### config.mk
export PLATFORM = sky130hd
export DESIGN_NAME = pc_seq_ctrl
export DESIGN_NICKNAME = d
export VERILOG_FILES = /design/src/rtl/pc_seq_ctrl.sv
export SDC_FILE = /design/constraint.sdc
export NUM_CORES = 1
export LEC_CHECK = 0
export CORE_MARGIN = 4
export CORE_UTILIZATION = 41
export DETAILED_ROUTE_END_ITERATION = 6
export PLACE_DENSITY = 0.76
export SLEW_MARGIN = 25
export SYNTH_ARGS = -nofsm -noshare
export SYNTH_HDL_FRONTEND = slang
export SYNTH_SLANG_ARGS = --single-unit
### constraint.sdc
create_clock -name clk -period 2.6 [get_ports clk]
set_clock_uncertainty 0.15 [all_clocks]
set_input_delay 0.26 -clock clk [delete_from_list [all_inputs] [get_ports clk]]
set_output_delay 0.26 -clock clk [all_outputs]
set_load 0.01 [all_outputs]
### src/rtl/pc_seq_ctrl.sv
`default_nettype none
// ============================================================================
// Module      : pc_seq_ctrl
// Description : Program-counter sequencing controller. Issues one-hot
//               inc/add/sub/offset controls to the pc datapath, accepts
//               relative branches over valid/ready, honours stall/halt and
//               counts issued updates. Optional feature macro: PC_SEQ_STEP_EN.
// Revision    : 1.0 - initial release
// ============================================================================
module pc_seq_ctrl #(
    parameter int ADDR_W = 16,
    parameter int CNT_W  = 8
) (
    input  logic              clk,
    input  logic              reset,
    input  logic              run,
    input  logic              stall,
`ifdef PC_SEQ_STEP_EN
    input  logic              step,
`endif
    input  logic              halt_req,
    input  logic              br_valid,
    input  logic              br_dir,
    input  logic [ADDR_W-1:0] br_offset,
    output logic              br_ready,
    output logic              inc,
    output logic              add,
    output logic              sub,
    output logic [ADDR_W-1:0] offset,
    output logic              halted,
    output logic [CNT_W-1:0]  inc_cnt,
    output logic [CNT_W-1:0]  br_cnt
);

    typedef enum logic [1:0] {
        ST_IDLE   = 2'd0,
        ST_FETCH  = 2'd1,
        ST_BRANCH = 2'd2,
        ST_HALT   = 2'd3
    } state_t;

    state_t              state_q, state_d;
    logic                inc_q, inc_d;
    logic                dir_q, dir_d;
    logic [ADDR_W-1:0]   offset_q, offset_d;
    logic [CNT_W-1:0]    inc_cnt_q, inc_cnt_d;
    logic [CNT_W-1:0]    br_cnt_q, br_cnt_d;

    logic                step_ok;
    logic                issue_ok;
    logic                accept;
    logic                inc_issue;
    logic                br_issue;

`ifdef PC_SEQ_STEP_EN
    assign step_ok = step;
`else
    assign step_ok = 1'b1;
`endif

    // A stall (or reset) in the issue cycle suppresses the pulse so the pc
    // never moves while frozen; a pending branch simply waits in BRANCH.
    assign issue_ok  = ~stall & ~reset;
    assign br_ready  = (state_q == ST_FETCH) & ~stall & ~halt_req & run;
    assign accept    = br_valid & br_ready;
    assign inc_issue = inc_q & issue_ok;
    assign br_issue  = (state_q == ST_BRANCH) & issue_ok;

    assign inc     = inc_issue;
    assign add     = br_issue & ~dir_q;
    assign sub     = br_issue &  dir_q;
    assign offset  = offset_q;
    assign halted  = (state_q == ST_HALT);
    assign inc_cnt = inc_cnt_q;
    assign br_cnt  = br_cnt_q;

    always_comb begin
        state_d   = state_q;
        inc_d     = 1'b0;
        dir_d     = dir_q;
        offset_d  = offset_q;
        inc_cnt_d = inc_cnt_q + {{(CNT_W-1){1'b0}}, inc_issue};
        br_cnt_d  = br_cnt_q  + {{(CNT_W-1){1'b0}}, br_issue};

        case (state_q)
            ST_IDLE: begin
                if (run) begin
                    state_d = ST_FETCH;
                end
            end
            ST_FETCH: begin
                if (halt_req) begin
                    state_d = ST_HALT;
                end else if (!run) begin
                    state_d = ST_IDLE;
                end else if (accept) begin
                    state_d  = ST_BRANCH;
                    dir_d    = br_dir;
                    offset_d = br_offset;
                end else if (!stall && step_ok) begin
                    inc_d = 1'b1;
                end
            end
            ST_BRANCH: begin
                if (issue_ok) begin
                    state_d = run ? ST_FETCH : ST_IDLE;
                end
            end
            ST_HALT: begin
                if (!run) begin
                    state_d = ST_IDLE;
                end
            end
            default: begin
                state_d = ST_IDLE;
            end
        endcase
    end

    always_ff @(posedge clk) begin
        if (reset) begin
            state_q   <= ST_IDLE;
            inc_q     <= 1'b0;
            dir_q     <= 1'b0;
            offset_q  <= '0;
            inc_cnt_q <= '0;
            br_cnt_q  <= '0;
        end else begin
            state_q   <= state_d;
            inc_q     <= inc_d;
            dir_q     <= dir_d;
            offset_q  <= offset_d;
            inc_cnt_q <= inc_cnt_d;
            br_cnt_q  <= br_cnt_d;
        end
    end

endmodule
`default_nettype wire

Yosys cells after proc, flatten, opt, wreduce, memory -nomap -nowiden --
Index checks and enable logic that the tools add are counted.
Cells by class: bitwise logic cells 15, reductions and logical operators 4, add/subtract/negate cells 2, equal/unequal tests 7, multiplexer cells 9
Operators with widths (count):
- adder 8 x 1 -> 8 bit | 2
- two-way mux 2 bit | 6
- AND 1 bit | 9
- one-hot mux 2 bit (4 select lines) | 1
- AND reduction 4 bit | 2
- != test 2 bit, second input constant | 3
- NOT 1 bit | 6
- OR reduction 5 bit | 1
- equality test 2 bit, second input constant | 2
- != test 4 bit, second input constant | 1
- equality test 2 x 1 -> 1 bit, second input constant | 1
- zero test 2 bit | 1
- two-way mux 1 bit | 2
Storage, ports and cells: word-level logic and storage cells 43, bits in registers 36, output and inout bits 37, input port bits 23

Longest topological paths before layout --
Gate-level depths: netlist of the first run.
depth in word-level cells 9, depth in mapped cells 8, gate-level depth less buffers 6

Worst setup path before layout of the first run --
OpenSTA, ideal clock, no wires.
kind input-to-reg, start point in reset, end point reg inc_cnt_q[7], in the netlist inc_cnt[7], library setup time 70 ps, buffers on the path 2, arrival time 2004 ps, data required time 2380 ps, stages 7, slack 376 ps, cell sequence clkbuf_1 -> clkbuf_1 -> nor3b_1 -> ha_1 -> nand3_2 -> or4b_1 -> a21oi_1
On the way: cells in the longest elaborated chain, start to end 4
RTL lines:
- start, declared | RTL line 15 | input logic reset,
- NOT 1 bit | RTL line 63 | assign issue_ok = ~stall & ~reset;
- AND 1 bit | RTL line 63
- AND 1 bit | RTL line 66 | assign inc_issue = inc_q & issue_ok;
- named net inc | RTL line 26 | output logic inc,
- adder 8 x 1 -> 8 bit | RTL line 82 | inc_cnt_d = inc_cnt_q + {{(CNT_W-1){1'b0}}, inc_issue};
- end signal, assigned | RTL line 133 | inc_cnt_q <= inc_cnt_d;
- end, declared | RTL line 46 | logic [CNT_W-1:0] inc_cnt_q, inc_cnt_d;
The timed path passes the listed nets, and every way through them passes these cells. A chain may end at the register's enable or synchronous reset.

Worst setup path in the final report of the first run --
start point in reset, end point out add
On the way: cells in the longest elaborated chain, start to end 4
RTL lines:
- NOT 1 bit | RTL line 63
- AND 1 bit | RTL line 63
- AND 1 bit | RTL line 67 | assign br_issue = (state_q == ST_BRANCH) & issue_ok;
- AND 1 bit | RTL line 70 | assign add = br_issue & ~dir_q;
- end, declared | RTL line 27 | output logic add,
Every way passes these cells.

==> results.yml, run 1 <==
timing:
  tightest_slew_ns: 0.627
  fmax_mhz: 411
  tns_ns: 0
  rsz0062_at_grt: "no"
  relSlewSlack_pct: 58.2
  hold_viol: 0
  finalSetupViolCount: 0
  timing.final.crit_share_pct: 93.6
  final_max_slew_viol_count: 0
  min_period_ns: 2.43
power:
  p_per_area_nw_per_um2: 482
  power.leakage_nw: 0.764
  peakVddDrop_mv: 0.259
setup_path:
  arrival_ns: 2.02
  criticalPathCategory: "input port to output pin"
  cp.required_ns: 2.19
  endpoint_kind: "output pin"
  path_max_fanout: 8
  start_kind: "input port"
  r2r_slack_ns: 0.51
logic_synthesis:
  synth_cell_types: 30
  syn_avg_cell_area_um2: 8.89
  syn-num-nets: 198
  ys.flop_type: "dfxtp_1"
  synth_seq_area_share_pct: 47.4
  synth_edf_count: 0
  synthCells: 171
  synthAdderAreaFrac_pct: 3.29
  synth_area_um2: 1520
  yosys_register_bits: 36
  synth_compound_area_share_pct: 16.5
  synth_top_family_by_area: "simple AND/OR/NAND/NOR gates"
  muxShareOfSynthArea_pct: 1.32
  yosys.area_share.xor_xnor_pct: 3.46
  synthSimpleGateAreaFrac_pct: 24.3
  async_reset_ff_share_pct: 0
  ys_warn_count: 0
grt:
  grt_use_total_pct: 15.8
  grt_max_degree: 34
  grt_pass1_vias: 1299
  grt_pass1_wl_um: 5660
  grt_remaining_overflow: 0
  antenna_found_initial: 0
clocking:
  htreeDepth: 2
  postCtsSetupBuffers: 0
  clockBufferDepth: 2
  cts_tree: "yes"
  numCtsBuffers: 5
  clkTransAtPathRegs_ns: 0.07
  cts_resized: 0
  cts_root_buffer: "clkbuf_8"
  ctsHoldBuffers: 0
  clock-sinks: 36
  clk_latency_ns: 0.28
final_layout:
  seq_area_um2: 721
  multi_input_area_um2: 743
  drive_gt1_share_pct: 6.09
  nFillCells: 317
  utilization_pct: 64.3
  final_net_count: 256
  syn2layout_area_growth_pct: 46.7
  antennaDiodeCount: 0
floorplanning:
  fp-row-count: 21
  top_level_ports: 60
  die_w_um: 68.9
  die-area_um2: 4750
  coreArea_um2: 3470
  initial_utilization_pct: 43.8
  fp.dieH_um: 68.9
detailed_routing:
  dr_wl_met2_um: 1680
  routed_wl_um: 3630
  top_layer: "met4"
  wl_met3_um: 269
  avgRoutedWirePerCell_um: 13.2
  drc: 0
  drt_iter0_drc: 134
  drtPass1Iterations: 4
  ant_nets: 0
  num_vias: 1429
  vias_per_cell: 5.18
  wl_met1_um: 1640
placement:
  dp_hpwl_um: 2550
  io_buffers: 59
  place.gp.congestion: 0.705
hold_path:
  hold_class: "flop to flop"
outcome:
  status: "finished, final reports clean"
run:
  max-cap-violations: 0
-- critical path, stage by stage --
cell,delay [ns]
clkdlybuf4s50_1,0.54
nor4b_2,0.45
nor2b_1,0.22
clkdlybuf4s50_1,0.55
-- registers in the layout, indices dropped and copies added, names as in the netlist --
signal	cells
offset	16
br_cnt	8
dir_q	1
state_q	2
inc_q	1
inc_cnt	8
-- synth_stat cells, types with 2 or more instances --
| master | number | share of area (%) |
|---|---|---|
| buf_4 | 2 | 0.99 |
| nand2b_1 | 4 | 1.6 |
| nand4_1 | 2 | 0.82 |
| ha_1 | 4 | 3.3 |
| nand2_1 | 4 | 0.99 |
| or3_1 | 5 | 2.1 |
| xor2_1 | 4 | 2.3 |
| mux2i_1 | 2 | 1.3 |
| nor2_1 | 8 | 2.0 |
| nor2b_1 | 8 | 3.3 |
| or4b_1 | 2 | 1.3 |
| buf_2 | 2 | 0.66 |
| o21ai_0 | 23 | 7.6 |
| dfxtp_1 | 36 | 47 |
| nand3_1 | 22 | 7.2 |
| a21oi_1 | 23 | 7.6 |
| and2_1 | 2 | 0.82 |
| xnor2_1 | 2 | 1.2 |
| clkbuf_1 | 5 | 1.2 |
-- cell type report --
type,instances,share of cell area (%)
Multi-Input combinational cell,123,33.3
Clock inverter,2,0.449
Sequential cell,36,32.3
Timing Repair Buffer,62,27.5
Tap cell,46,2.58
Inverter,1,0.168
Clock buffer,6,3.70
-- metal layers --
| metal | vias to the layer above | GRT usage (%) |
|---|---|---|
| li1 | 725 | - |
| met1 | 646 | 20.1 |
| met2 | 54 | 25.2 |
| met3 | 4 | 4.54 |
| met4 | 0 | 6.08 |
| met5 | - | 0 |
-- cell families after synthesis --
logic type               count (synthesis)
AND/OR/NAND/NOR                         63
XOR/XNOR                                 6
adder cells (fa/ha/maj)                  4
AO/OA/AOI/OAI                           48
buffers and inverters                   12
flip-flops                              36
multiplexers                             2
-- final timing paths --
kind | from | end | cells past startpoint
hold / removal | offset[13]$_SDFFE_PP0P_ | offset[13]$_SDFFE_PP0P_ | 2
hold reg to reg | offset[13]$_SDFFE_PP0P_ | offset[13]$_SDFFE_PP0P_ | 2
setup / recovery | reset | add | 4
setup reg to reg | state_q[1]$_SDFFE_PP0P_ | br_cnt[6]$_SDFF_PP0_ | 6
-- report_power, final --
part | leakage [nW] | internal (mW) | total, mW | switching (mW)
Sequential | 0.290 | 0.560 | 0.570 | 0.0105
Combinational | 0.423 | 0.0598 | 0.108 | 0.0480
Clock | 0.0510 | 0.211 | 0.398 | 0.187
Total | 0.764 | 0.831 | 1.08 | 0.245
-- layout by cell type (no fill, tap or decap), types with 2 or more instances in the layout --
master,synthesis,layout
ha_1,4,4
clkdlybuf4s50_1,0,59
clkinv_2,0,2
or4b_1,2,2
xnor2_1,2,2
o21ai_0,23,23
nor2_1,8,8
nand3_1,22,22
nand2b_1,4,4
xor2_1,4,4
nand4_1,2,2
a21oi_1,23,23
and2_1,2,2
or3_1,5,5
clkbuf_8,0,6
nor2b_1,8,8
buf_4,2,3
nand2_1,4,4
mux2i_1,2,2
dfxtp_1,36,36
-- metrics by stage --
step                power [mW]  hold slack (ns)  cell area [um2]  cells  setup slack (ns)
CTS                       1.09            0.326             2230    276             0.138
global route              1.14            0.346             2230    276            0.0318
global placement         0.691            0.310             2140    268             0.181
finish                    1.08            0.326             2230    276             0.167
detailed placement       0.690            0.316             2140    268             0.119
floorplan                0.633            0.186             1520    171             0.376
(Power assumes the default switching activity.)
==> run 2: changes to the inputs <==
--- a/config.mk
+++ b/config.mk
@@ -5,10 +5,12 @@
 export SDC_FILE = /design/constraint.sdc
 export NUM_CORES = 1
 export LEC_CHECK = 0
+export ABC_AREA = 1
 export CORE_MARGIN = 4
-export CORE_UTILIZATION = 41
+export CORE_UTILIZATION = 40
 export DETAILED_ROUTE_END_ITERATION = 6
 export PLACE_DENSITY = 0.76
+export SETUP_SLACK_MARGIN = 0.15
 export SLEW_MARGIN = 25
 export SYNTH_ARGS = -nofsm -noshare
 export SYNTH_HDL_FRONTEND = slang
==> constraint.sdc (replaced) <==
create_clock -name clk -period 2.1 [get_ports clk]
set_clock_uncertainty 0.15 [all_clocks]
set_input_delay 0.21 -clock clk [delete_from_list [all_inputs] [get_ports clk]]
set_output_delay 0.21 -clock clk [all_outputs]
set_load 0.01 [all_outputs]
==> run 2 against run 1 <==
  * Global-route usage shrank 0.18 points
  * Core utilization decreased by 1.8 points
  * Largest cell class unchanged
  * Final cell count up 19%
  * Combinational power is 64% higher
  * Synthesized cell count up 27%
  * First-iteration DRC count is 28% lower
  * Clock power grew 49%
  * Count of clock-buffer cells in the layout did not move
==> results.yml, run 2 <==
outcome:
  status: "finished, final reports clean"
final_layout:
  most-common-layout-cells: "clkdlybuf4s50_1, nor2_1, nand2_1"
  utilization_pct: 62.5
  drive_gt1_share_pct: 6.76
  nFillCells: 365
  syn2layout_area_growth_pct: 45.1
  mostFrequentLayoutCell: "clkdlybuf4s50_1"
  largest_register_ffs: 16
  antennaDiodeCount: 0
  final_net_count: 307
setup_path:
  arrival_ns: 1.77
  start_kind: "input port"
  criticalPathCategory: "input port to flop"
  endpoint_kind: "flop"
  startpoint: "stall"
  cp.required_ns: 2.13
  path_max_fanout: 3
  r2r_slack_ns: 0.42
  r2r_start: "state_q[1]$_SDFFE_PP0P_"
hold_path:
  hold_class: "flop to flop"
  min-delay-start: "inc_cnt[7]$_SDFF_PP0_"
power:
  peakVddDrop_mv: 0.362
  seqPwrFrac_pct: 47.9
  comb_power_share_pct: 11.9
  power.internal_mw: 1.14
  power.leakage_nw: 1.01
  power.share.clock_pct: 40.2
  p_per_area_nw_per_um2: 624
  p_total_mw: 1.48
  switchingPower_uw: 340
  swShare_pct: 23.0
timing:
  rsz0062_at_grt: "no"
  whs_ns: 0.327
  final_max_slew_viol_count: 0
  tns_ns: 0
  tightest_slew_ns: 0.326
  min_period_ns: 1.73
  hold_viol: 0
  finalSetupViolCount: 0
  layout_setup_ws_ns: 0.366
  relSlewSlack_pct: 78.2
  fmax_mhz: 577
  timing.final.crit_share_pct: 82.6
logic_synthesis:
  syn-num-nets: 245
  muxShareOfSynthArea_pct: 0
  synthAdderAreaFrac_pct: 3.06
  synth_most_common_cell: "nor2_1"
  ys_warn_count: 0
  synthCells: 218
  synth_edf_count: 0
  ys_top_cells_by_area: "dfxtp_1, nor2_1, nand2_1"
  synth_top_area_cell: "dfxtp_1"
  synth_seq_area_share_pct: 44.0
  synth_cell_types: 23
  synth_compound_area_share_pct: 10.8
  synthSimpleGateAreaFrac_pct: 31.1
  syn_avg_cell_area_um2: 7.51
  synth_top_family_by_area: "simple AND/OR/NAND/NOR gates"
  synth_top_area_share_pct: 44.0
  synth_area_um2: 1640
  ys.flop_type: "dfxtp_1"
  synthTopCellsByCount: "nor2_1, dfxtp_1, nand2_1"
  yosys_register_bits: 36
  yosys.area_share.xor_xnor_pct: 1.07
  async_reset_ff_share_pct: 0
floorplanning:
  coreArea_um2: 3800
  die-area_um2: 5180
  fp.dieH_um: 72.0
  fp-row-count: 22
  top_level_ports: 60
  initial_utilization_pct: 43.1
  die_w_um: 72.0
clocking:
  clkTransAtPathRegs_ns: 0.07
  cts_tree: "yes"
  cts_root_buffer: "clkbuf_8"
  htreeDepth: 2
  ctsHoldBuffers: 0
  clock-sinks: 36
  numCtsBuffers: 5
  clockBufferDepth: 2
  clk_latency_ns: 0.28
grt:
  antenna_found_initial: 0
  grt_pass1_wl_um: 6350
  grt_use_total_pct: 15.6
  grt_max_degree: 35
  grt_pass1_vias: 1449
  grt_remaining_overflow: 0
detailed_routing:
  drt_iter0_drc: 96
  vias_per_cell: 4.73
  dr_wl_met2_um: 1850
  ant_nets: 0
  drc: 0
  avgRoutedWirePerCell_um: 11.7
  routed_wl_um: 3850
  top_layer: "met4"
  drtPass1Iterations: 4
  wl_met1_um: 1720
  wl_met3_um: 202
  num_vias: 1557
placement:
  io_buffers: 59
  place.gp.congestion: 0.801
  dp_hpwl_um: 2730
  pre_cts_ws_ns: 0.0221
run:
  max-cap-violations: 0
run 2: cell count changes after synthesis, sizes merged, moves of 6 or more:
cell    before  now
inv          1   25
clkbuf       6    0
o21ai       23    7
nand3b       0   18
nand3       23    5
nand2        4   38
nor2b        8    0
nor2         8   39
run 2: stage by stage:
stage / cell area [um2] / cells
finish: 2380 / 329
global route: 2380 / 329
CTS: 2370 / 329
detailed placement: 2260 / 321
global placement: 2260 / 321
floorplan: 1640 / 218
run 2: logic make-up after synthesis:
group                      Yosys count
xor gates and xnor gates             2
and+or+nand+nor                    107
adders and majority gates            4
DFF                                 36
buffers and inverters               35
AOI/OAI and AO/OA                   34
run 2: metal layers:
metal  global-route usage, %  up-vias
li1                        -      823
met3                    5.26        6
met4                    6.89        0
met1                    18.2      694
met5                       0        -
met2                    26.0       34
run 2: final cells by class:
class	instances	area, um2	share of cell area [%]
multi-input cells	147	753	31.7
flip-flops and latches	36	723	30.4
repair buffers	65	638	26.9
inverters	25	93.8	3.95
clock buffers	6	72.6	3.05
well taps	48	60.1	2.53
clock inverters	2	35.0	1.47
run 2: final timing paths:
path / endpoint / cells after the start
max: inc_cnt[6]$_SDFF_PP0_ / 11
min: inc_cnt[7]$_SDFF_PP0_ / 2
max reg2reg: br_cnt[6]$_SDFF_PP0_ / 11
min reg2reg: inc_cnt[7]$_SDFF_PP0_ / 2
run 2: critical path: stages:
cell and delay, ns:
clkdlybuf4s50_1 0.43, nor2_1 0.14, inv_1 0.06, nor2_1 0.13, ha_1 0.19, ha_1 0.17
nand2_1 0.06, inv_1 0.09, nand4_1 0.10, o21ai_1 0.14, a21oi_1 0.05
run 2: what timing repair did:
action,in CTS,in global routing
resized for setup,3,4
buffers inserted,0,0
setup endpoints to repair,2,3
hold endpoints to repair,0,0
run 2: power by group through the flow:
stage               clock network (mW)  logic, mW  registers (mW)
floorplan                            0     0.0978           0.726
global placement                     0      0.176           0.724
detailed placement                   0      0.177           0.724
CTS                              0.615      0.178           0.709
global route                     0.644      0.198           0.712
finish                           0.595      0.177           0.710
